$ cat config.mk
export PLATFORM = sky130hd
export DESIGN_NAME = adc_sample_scheduler
export DESIGN_NICKNAME = d
export VERILOG_FILES = /design/src/rtl/adc_sched_pkg.sv /design/src/rtl/adc_tick_gen.sv /design/src/rtl/adc_sample_scheduler.sv
export SDC_FILE = /design/constraint.sdc
export NUM_CORES = 1
export LEC_CHECK = 0
export CAP_MARGIN = 10
export CORE_ASPECT_RATIO = 1.4
export CORE_MARGIN = 2
export CORE_UTILIZATION = 35
export CTS_CLUSTER_DIAMETER = 150
export DETAILED_ROUTE_END_ITERATION = 12
export SLEW_MARGIN = 0
export SYNTH_ARGS = -nofsm -noshare
export SYNTH_HDL_FRONTEND = slang
export SYNTH_HIERARCHICAL = 1
export SYNTH_SLANG_ARGS = --single-unit
$ cat constraint.sdc
create_clock -name clk_adc -period 2.2 [get_ports clk_adc]
set_input_delay 0.44 -clock clk_adc [delete_from_list [all_inputs] [get_ports clk_adc]]
set_output_delay 0.44 -clock clk_adc [all_outputs]
set_load 0.1 [all_outputs]
$ cat src/rtl/adc_sched_pkg.sv
// rtl/adc_sched_pkg.sv - shared state encoding and frame layout for the ADC sample scheduler
package adc_sched_pkg;

   typedef enum logic [2:0] {
      ST_IDLE,
      ST_WAIT_TICK,
      ST_START,
      ST_CONVERT,
      ST_SEND_HI,
      ST_SEND_LO
   } state_t;

   // Bit 7 of the first byte marks the start of a frame for the receiver.
   localparam logic [7:0] FRAME_MARKER  = 8'h80;
   localparam int         FRAME_HI_LSB  = 8;
   localparam int         FRAME_HI_BITS = 4;
   localparam int         FRAME_LO_BITS = 8;

   // First byte of a frame: marker, three zero bits, then the upper nibble of the average.
   function automatic logic [7:0] frame_hi_byte(input logic [FRAME_HI_BITS-1:0] nib);
      return FRAME_MARKER | {{(8 - FRAME_HI_BITS){1'b0}}, nib};
   endfunction

endpackage

$ cat src/rtl/adc_tick_gen.sv
// rtl/adc_tick_gen.sv - periodic one-cycle sample tick, cleared while not running
module adc_tick_gen #(
   parameter int PERIOD_CYCLES = 50000
) (
   input  logic clk_adc,
   input  logic rst_n,
   input  logic run,
   output logic tick
);

   localparam int                CNT_W  = (PERIOD_CYCLES > 2) ? $clog2(PERIOD_CYCLES) : 1;
   localparam logic [CNT_W-1:0] RELOAD = CNT_W'(PERIOD_CYCLES - 1);

   logic [CNT_W-1:0] r_cnt;
   logic             r_tick;

   // Down-counter sits at 0 when stopped; the first running cycle loads it so the
   // first tick lands PERIOD_CYCLES cycles after run rises, then every PERIOD_CYCLES.
   always_ff @(posedge clk_adc or negedge rst_n) begin
      if (!rst_n) begin
         r_cnt  <= '0;
         r_tick <= 1'b0;
      end else if (!run) begin
         r_cnt  <= '0;
         r_tick <= 1'b0;
      end else begin
         r_tick <= (r_cnt == CNT_W'(1));
         r_cnt  <= (r_cnt == '0) ? RELOAD : r_cnt - CNT_W'(1);
      end
   end

   assign tick = r_tick;

endmodule

$ cat src/rtl/adc_sample_scheduler.sv
// rtl/adc_sample_scheduler.sv - ticks ADC conversions, averages results, sends two-byte frames
module adc_sample_scheduler
   import adc_sched_pkg::*;
#(
   parameter int DATA_BITS      = 12,
   parameter int PERIOD_CYCLES  = 50000,
   parameter int AVG_LOG2       = 2,
   parameter int TIMEOUT_CYCLES = 64
) (
   input  logic                 clk_adc,
   input  logic                 rst_n,
   input  logic                 enable,
   output logic                 adc_start,
   input  logic                 adc_done,
   input  logic [DATA_BITS-1:0] adc_data,
   output logic                 tx_valid,
   input  logic                 tx_ready,
   output logic [7:0]           tx_data,
   output logic                 overrun,
   output logic                 timeout_err,
   input  logic                 clr_err,
   output logic [15:0]          frame_count
);

   localparam int                ACC_W    = DATA_BITS + AVG_LOG2;
   localparam int                IDX_W    = AVG_LOG2 + 1;
   localparam logic [IDX_W-1:0] IDX_FULL = IDX_W'(1 << AVG_LOG2);
   localparam int                TMO_W    = $clog2(TIMEOUT_CYCLES + 1);
   localparam logic [TMO_W-1:0] TMO_LAST = TMO_W'(TIMEOUT_CYCLES - 1);

   state_t                 r_state;
   state_t                 w_next;
   state_t                 w_rest;
   logic [ACC_W-1:0]       r_acc;
   logic [IDX_W-1:0]       r_idx;
   logic [TMO_W-1:0]       r_tmo;
   logic [DATA_BITS-1:0]   r_frame;
   logic                   r_adc_start;
   logic                   r_tx_valid;
   logic [7:0]             r_tx_data;
   logic                   r_overrun;
   logic                   r_timeout_err;
   logic [15:0]            r_frame_count;

   logic                   w_run;
   logic                   w_tick;
   logic [ACC_W-1:0]       w_sum;
   logic [IDX_W-1:0]       w_idx_inc;
   logic                   w_last;
   logic [DATA_BITS-1:0]   w_avg;
   logic [FRAME_HI_BITS-1:0] w_hi_nib;
   logic                   w_tmo_hit;
   logic                   w_tick_drop;

   assign w_run = (r_state != ST_IDLE);

   adc_tick_gen #(
      .PERIOD_CYCLES (PERIOD_CYCLES)
   ) u_tick_gen (
      .clk_adc (clk_adc),
      .rst_n   (rst_n),
      .run     (w_run),
      .tick    (w_tick)
   );

   assign w_sum       = r_acc + ACC_W'(adc_data);
   assign w_idx_inc   = r_idx + IDX_W'(1);
   assign w_last      = (w_idx_inc == IDX_FULL);
   assign w_avg       = w_sum[ACC_W-1 -: DATA_BITS];
   assign w_hi_nib    = FRAME_HI_BITS'(w_avg >> FRAME_HI_LSB);
   assign w_tmo_hit   = (r_state == ST_CONVERT) && !adc_done && (r_tmo == TMO_LAST);
   assign w_tick_drop = w_tick && (r_state != ST_WAIT_TICK) && (r_state != ST_IDLE);
   // Wherever the flow would come back to WAIT_TICK, a low enable diverts it to IDLE.
   assign w_rest      = enable ? ST_WAIT_TICK : ST_IDLE;

   // State register.
   always_ff @(posedge clk_adc or negedge rst_n) begin
      if (!rst_n) r_state <= ST_IDLE;
      else        r_state <= w_next;
   end

   // Next-state decode.
   always_comb begin
      w_next = r_state;
      case (r_state)
         ST_IDLE:      if (enable) w_next = ST_WAIT_TICK;
         ST_WAIT_TICK: begin
            if (!enable)     w_next = ST_IDLE;
            else if (w_tick) w_next = ST_START;
         end
         ST_START:     w_next = ST_CONVERT;
         ST_CONVERT: begin
            if (adc_done)       w_next = w_last ? ST_SEND_HI : w_rest;
            else if (w_tmo_hit) w_next = w_rest;
         end
         ST_SEND_HI:   if (tx_ready) w_next = ST_SEND_LO;
         ST_SEND_LO:   if (tx_ready) w_next = w_rest;
         default:      w_next = ST_IDLE;
      endcase
   end

   // Accumulation, sample index, conversion timeout and the latched average.
   always_ff @(posedge clk_adc or negedge rst_n) begin
      if (!rst_n) begin
         r_acc   <= '0;
         r_idx   <= '0;
         r_tmo   <= '0;
         r_frame <= '0;
      end else begin
         case (r_state)
            ST_IDLE: begin
               r_acc <= '0;
               r_idx <= '0;
            end
            ST_START: r_tmo <= '0;
            ST_CONVERT: begin
               if (adc_done) begin
                  if (w_last) begin
                     r_frame <= w_avg;
                     r_acc   <= '0;
                     r_idx   <= '0;
                  end else begin
                     r_acc <= w_sum;
                     r_idx <= w_idx_inc;
                  end
               end else begin
                  r_tmo <= r_tmo + TMO_W'(1);
               end
            end
            default: ;
         endcase
      end
   end

   // Registered outputs, decoded from the next state so they align with the state they belong to.
   always_ff @(posedge clk_adc or negedge rst_n) begin
      if (!rst_n) begin
         r_adc_start   <= 1'b0;
         r_tx_valid    <= 1'b0;
         r_tx_data     <= '0;
         r_overrun     <= 1'b0;
         r_timeout_err <= 1'b0;
         r_frame_count <= '0;
      end else begin
         r_adc_start <= (w_next == ST_START);
         r_tx_valid  <= (w_next == ST_SEND_HI) || (w_next == ST_SEND_LO);
         if (r_state == ST_CONVERT && w_next == ST_SEND_HI)
            r_tx_data <= frame_hi_byte(w_hi_nib);
         else if (r_state == ST_SEND_HI && w_next == ST_SEND_LO)
            r_tx_data <= FRAME_LO_BITS'(r_frame);
         else if (w_next != ST_SEND_HI && w_next != ST_SEND_LO)
            r_tx_data <= '0;
         if (r_state == ST_SEND_LO && tx_ready)
            r_frame_count <= r_frame_count + 16'd1;
         // A new error event wins over a simultaneous clear.
         r_overrun     <= w_tick_drop | (r_overrun & ~clr_err);
         r_timeout_err <= w_tmo_hit | (r_timeout_err & ~clr_err);
      end
   end

   assign adc_start   = r_adc_start;
   assign tx_valid    = r_tx_valid;
   assign tx_data     = r_tx_data;
   assign overrun     = r_overrun;
   assign timeout_err = r_timeout_err;
   assign frame_count = r_frame_count;

endmodule

Word level (Yosys, flattened, before mapping)
Cells that the tools add are included.
{"block": "word_totals", "ram_bits": 0, "n_memories": 0, "elab_cells": 82, "input_bits": 18, "ff_bits": 80, "romBits": 0, "output_inout_bits": 28, "latchBits": 0}
{"block": "classes", "mux": 24, "n_div": 0, "bitwise": 5, "mul": 0, "reduce_logical": 19, "n_lt_le_gt_ge": 0, "eq_ne": 16, "addsub": 5, "shifts": 0}
{"operator": "$mux 16", "count": 2}
{"operator": "$mux 3", "count": 10}
{"operator": "$mux 14", "count": 2}
{"operator": "$pmux 14 s2", "count": 1}
{"operator": "$mux 8", "count": 3}
{"operator": "$pmux 3 s6", "count": 1}
{"operator": "$add 16x1->16 const B", "count": 1}
{"operator": "$eq 16x1->1 const B", "count": 1}
{"operator": "$logic_not 16->1", "count": 1}
{"operator": "$sub 16x1->16 const B", "count": 1}
{"operator": "$eq 3x3->1 const B", "count": 5}
{"operator": "$add 14x12->14", "count": 1}
{"operator": "$pmux 7 s2", "count": 1}
{"operator": "$eq 3x2->1 const B", "count": 3}
{"operator": "$logic_and 1x1->1", "count": 8}
{"operator": "$add 7x1->7 const B", "count": 1}
{"operator": "$eq 7x6->1 const B", "count": 1}
{"operator": "$mux 7", "count": 1}
{"operator": "$ne 3x3->1 const B", "count": 2}
{"operator": "$pmux 3 s2", "count": 1}
{"operator": "$reduce_bool 3->1", "count": 2}
{"operator": "$ne 2x2->1 const B", "count": 2}
{"operator": "$reduce_and 2->1", "count": 2}
{"operator": "$reduce_bool 2->1", "count": 2}
{"operator": "other kinds (11)", "count": 14}

Depth between registers and ports, before layout
{"block": "logic_depth", "ltp_word": 11, "ltp_mapped": 8, "mapped_depth_nobuf": 7}

By module
Netlist, hierarchy kept.
{"mod": "adc_sample_scheduler", "area_each_um2": 3276.9, "instances": 1, "seq_area_each_um2": 1576.5, "cells_per_inst": 304}
{"mod": "adc_tick_gen", "area_each_um2": 940.9, "instances": 1, "seq_area_each_um2": 425.4, "cells_per_inst": 83}

Least setup slack after synthesis
Ideal clock, no wire load.
{"block": "synth_path", "kind": "input to register", "startpoint": "in adc_data[0]", "endpoint": "reg r_tx_data[2] (netlist: tx_data[2])", "n_path_buf": 0, "cell_stages": 7, "required_ns": 2.105, "arrival_time_ns": 2.205, "setup_ns": 0.095, "setup_slack_ns": -0.100, "path_cell_list": "ha_1 fa_1 a211oi_1 o21ai_0 a2111o_1 and3_1 o31ai_1"}
{"block": "synth_between", "elab_chain_len": 2}
{"item": "start, declared", "line": "adc_sample_scheduler.sv:15", "source": "input logic [DATA_BITS-1:0] adc_data,"}
{"item": "$add 14x12->14", "line": "adc_sample_scheduler.sv:66", "source": "assign w_sum = r_acc + ACC_W'(adc_data);"}
{"item": "$mux 8", "line": "adc_sample_scheduler.sv:147", "source": "if (r_state == ST_CONVERT && w_next == ST_SEND_HI)"}
{"item": "end signal, assigned", "line": "adc_sample_scheduler.sv:148", "source": "r_tx_data <= frame_hi_byte(w_hi_nib);"}
{"item": "end signal, assigned", "line": "adc_sample_scheduler.sv:150", "source": "r_tx_data <= FRAME_LO_BITS'(r_frame);"}
{"item": "end, declared", "line": "adc_sample_scheduler.sv:40", "source": "logic [7:0] r_tx_data;"}
No other way between the ends.
A chain may end at the register's enable or synchronous reset.

Final worst setup path
{"block": "layout_path", "startpoint": "reg r_acc[0]", "endpoint": "reg r_tx_data[2] (netlist: tx_data[2])"}
{"block": "layout_between", "elab_chain_len": 2}
{"item": "start, declared", "line": "adc_sample_scheduler.sv:34", "source": "logic [ACC_W-1:0] r_acc;"}
{"item": "start signal, assigned", "line": "adc_sample_scheduler.sv:123", "source": "r_acc <= w_sum;"}
{"item": "$add 14x12->14", "line": "adc_sample_scheduler.sv:66"}
{"item": "$mux 8", "line": "adc_sample_scheduler.sv:147"}
No other way between the ends.

==> reports/metrics.csv <==
metric,value,unit
Cells after Synth,387,
I/O pin cnt,46,
nets@finish,504,
Placed Instances,598,
Total Power,4440,uW
ys flop type,dfrtp_1,
worst-path fanout max,4,
Routed WL,8.89,mm
gpl congestion,0.814,
worst hold path class,input pin to async pin,
FMAX,464,MHz
antenna violations before repair,0,
Routed WL per cell,14.4,um
Pins Over Slew Limit,0,
pwr dens,823,nW/um^2
Worst Path Required,2.45,ns
clock latency at the later pin of the worst-skew pair,0.34,ns
Setup TNS,0,ns
unrepaired setup endpoints after global routing,true,
#FFs+latches synth,80,
ordered cell list for the critical path,"ha_2, fa_2, a211oi_4, o21ai_2, a2111o_1, and3_1, o31ai_1",
row count,47,
area of the core,11800,um^2
Pre-antenna DRT Iters,4,
slowest CP cell,a2111o_1,
"FFs w/ async S/R, synth",1.00,
Slew headroom,0.609,
CP endpoint kind,register,
"most common cell after layout, fill and taps aside",dfrtp_1,
Layout area overhead,27.8,%
Global Route Usage Sum,0.145,
outcome,finished clean,
CTS tree,built,
LEAKAGE,0.00259,uW
crit path time final,2.16,ns
diode count,0,
critical path type,register to register,
Final setup viols,0,
CTS root buf,clkbuf_16,
synth top area cells,"dfrtp_1 47%, ha_1 5.6%, xnor2_1 4.8%, xor2_1 4.2%, o21ai_0 2.5%",
chip width,96.8,um
Syn Nets,425,
share of post-route cells with drive strength above 1,0.265,
Final Hold Fails,0,
critical path arrival,2.40,ns
antenna-violating nets left,0,
routed vias/inst,5.21,
CTS Buffer Depth,2,
fill count,1101,
largest net degree at the start of global routing,44,
TritonCTS Buffers,9,
post-synth top area cell,dfrtp_1,
Clock Pin Slew Worst Setup and Hold Paths,0.06,ns
Post-Layout Cell Count,618,
Yosys cell types,64,
synthesized area,4220,um^2
maxcap violations,0,
clock sink total,80,
vias in the first global route,3269,
htree depth,3,
hpwl dp,6.49,mm
fin crit share,0.981,
global route overflow,0,
Synth Area per Inst,10.9,um^2
clock skew,0.00561,ns
1st-iter DRT viols,101,
"Largest stage delay, worst path",0.42,ns
cells on worst reg2reg path,7,
most frequent cells in the layout,"80 x dfrtp_1, 61 x buf_4, 24 x nand2_1",
Ys Warns,6,
WHS,0.0990,ns
initial core utilization,0.357,
hold_buf cts,0,
Startpoint Class,register,
Synth top area share,0.475,
DRC violations left,0,
worst slew pin tran,0.586,ns
total die area,13000,um^2
DR vias,3222,
"Seq/Total Area, Yosys",0.475,
first-pass GRT wire length,15.5,mm
peak supply drop,0.330,mV
die height,134,um
Post-synth EDFFs,0,
IO Port Bufs,45,
timing repair:
action | in CTS | in global routing
pin swaps | 8 | 9
setup endpoints to repair | 3 | 10
gates resized for setup | 6 | 9
buffers inserted | 3 | 1
gates cloned | 0 | 0
through the flow:
step | util | cell area (um^2) | setup slack [ns]
6_report | 0.456 | 5390 | 0.0426
5_1_grt | 0.456 | 5390 | -0.0627
4_1_cts | 0.450 | 5320 | -0.0970
3_5_place_dp | 0.420 | 4970 | -0.513
3_3_place_gp | 0.420 | 4970 | -0.475
2_1_floorplan | - | 4230 | 0.00883
report_power, final:
part	total, uW	internal [uW]	switching (uW)
clock	1600	993	610
combinational	1080	483	602
sequential	1750	1590	160
total	4440	3060	1370
state kept, by name, indices dropped and copies added, names as in the netlist:
name and flops:
r_idx 3, tx_valid 1, r_frame 8, tx_data 8
u_tick_gen/r_cnt 16, timeout_err 1, r_acc 14, r_state 3
overrun 1, adc_start 1, u_tick_gen/tick 1, frame_count 16
r_tmo 7
layer usage:
layer | part of all wire | global-route usage | up-vias
met3 | 0.036 | 0.0328 | 10
met2 | 0.51 | 0.240 | 50
met4 | 0.016 | 0.0548 | 0
met5 | 0 | 0 | -
li1 | - | - | 1557
met1 | 0.44 | 0.186 | 1605
worst max-delay path: cells and delay by family (launching register included):
| kind | cells | cell delay, ns |
|---|---|---|
| compound gates | 4 | 0.93 |
| fa+ha+maj | 2 | 0.56 |
| flops | 1 | 0.39 |
| simple gates | 1 | 0.19 |
cells in the mapped netlist (all sizes together) (6+ instances only):
master and instances:
a21o 10, a21oi 16, a22o 12, and3 7
clkbuf 6, dfrtp 80, ha 19, inv 11
mux2 9, mux2i 8, nand2 25, nand3 15
nand4 6, nor2 30, nor3 7, o21ai 22
xnor2 23, xor2 20
cells by family after synthesis:
group           Yosys count  synth area share
buf+inv                  21            0.0211
compound gates           85             0.138
xor+xnor                 43            0.0893
mux                      17            0.0430
flops                    80             0.475
fa+ha+maj                20            0.0611
simple gates            121             0.173
path summary, 6_finish.rpt:
kind | from | to | slack (ns)
max in group asynchronous | rst_n | r_acc[12]$_DFFE_PN0P_ | 1.50
min in group clk_adc | frame_count[15]$_DFFE_PN0P_ | frame_count[15]$_DFFE_PN0P_ | 0.47
hold reg to reg | frame_count[15]$_DFFE_PN0P_ | frame_count[15]$_DFFE_PN0P_ | 0.47
setup reg to reg | r_acc[0]$_DFFE_PN0P_ | tx_data[2]$_DFFE_PN0P_ | 0.04
setup / recovery | r_acc[0]$_DFFE_PN0P_ | tx_data[2]$_DFFE_PN0P_ | 0.04
hold / removal | rst_n | u_tick_gen/r_cnt[1]$_DFF_PN0_ | 0.1
cell type report:
type | count | area, um^2 | area share
clock inverters | 7 | 96.3 | 0.0179
multi-input cells | 286 | 2210 | 0.409
well taps | 147 | 184 | 0.0341
repair buffers | 78 | 636 | 0.118
inverters | 11 | 41.3 | 0.00766
clock buffers | 9 | 225 | 0.0418
flip-flops and latches | 80 | 2000 | 0.371
(Power assumes the default switching activity.)
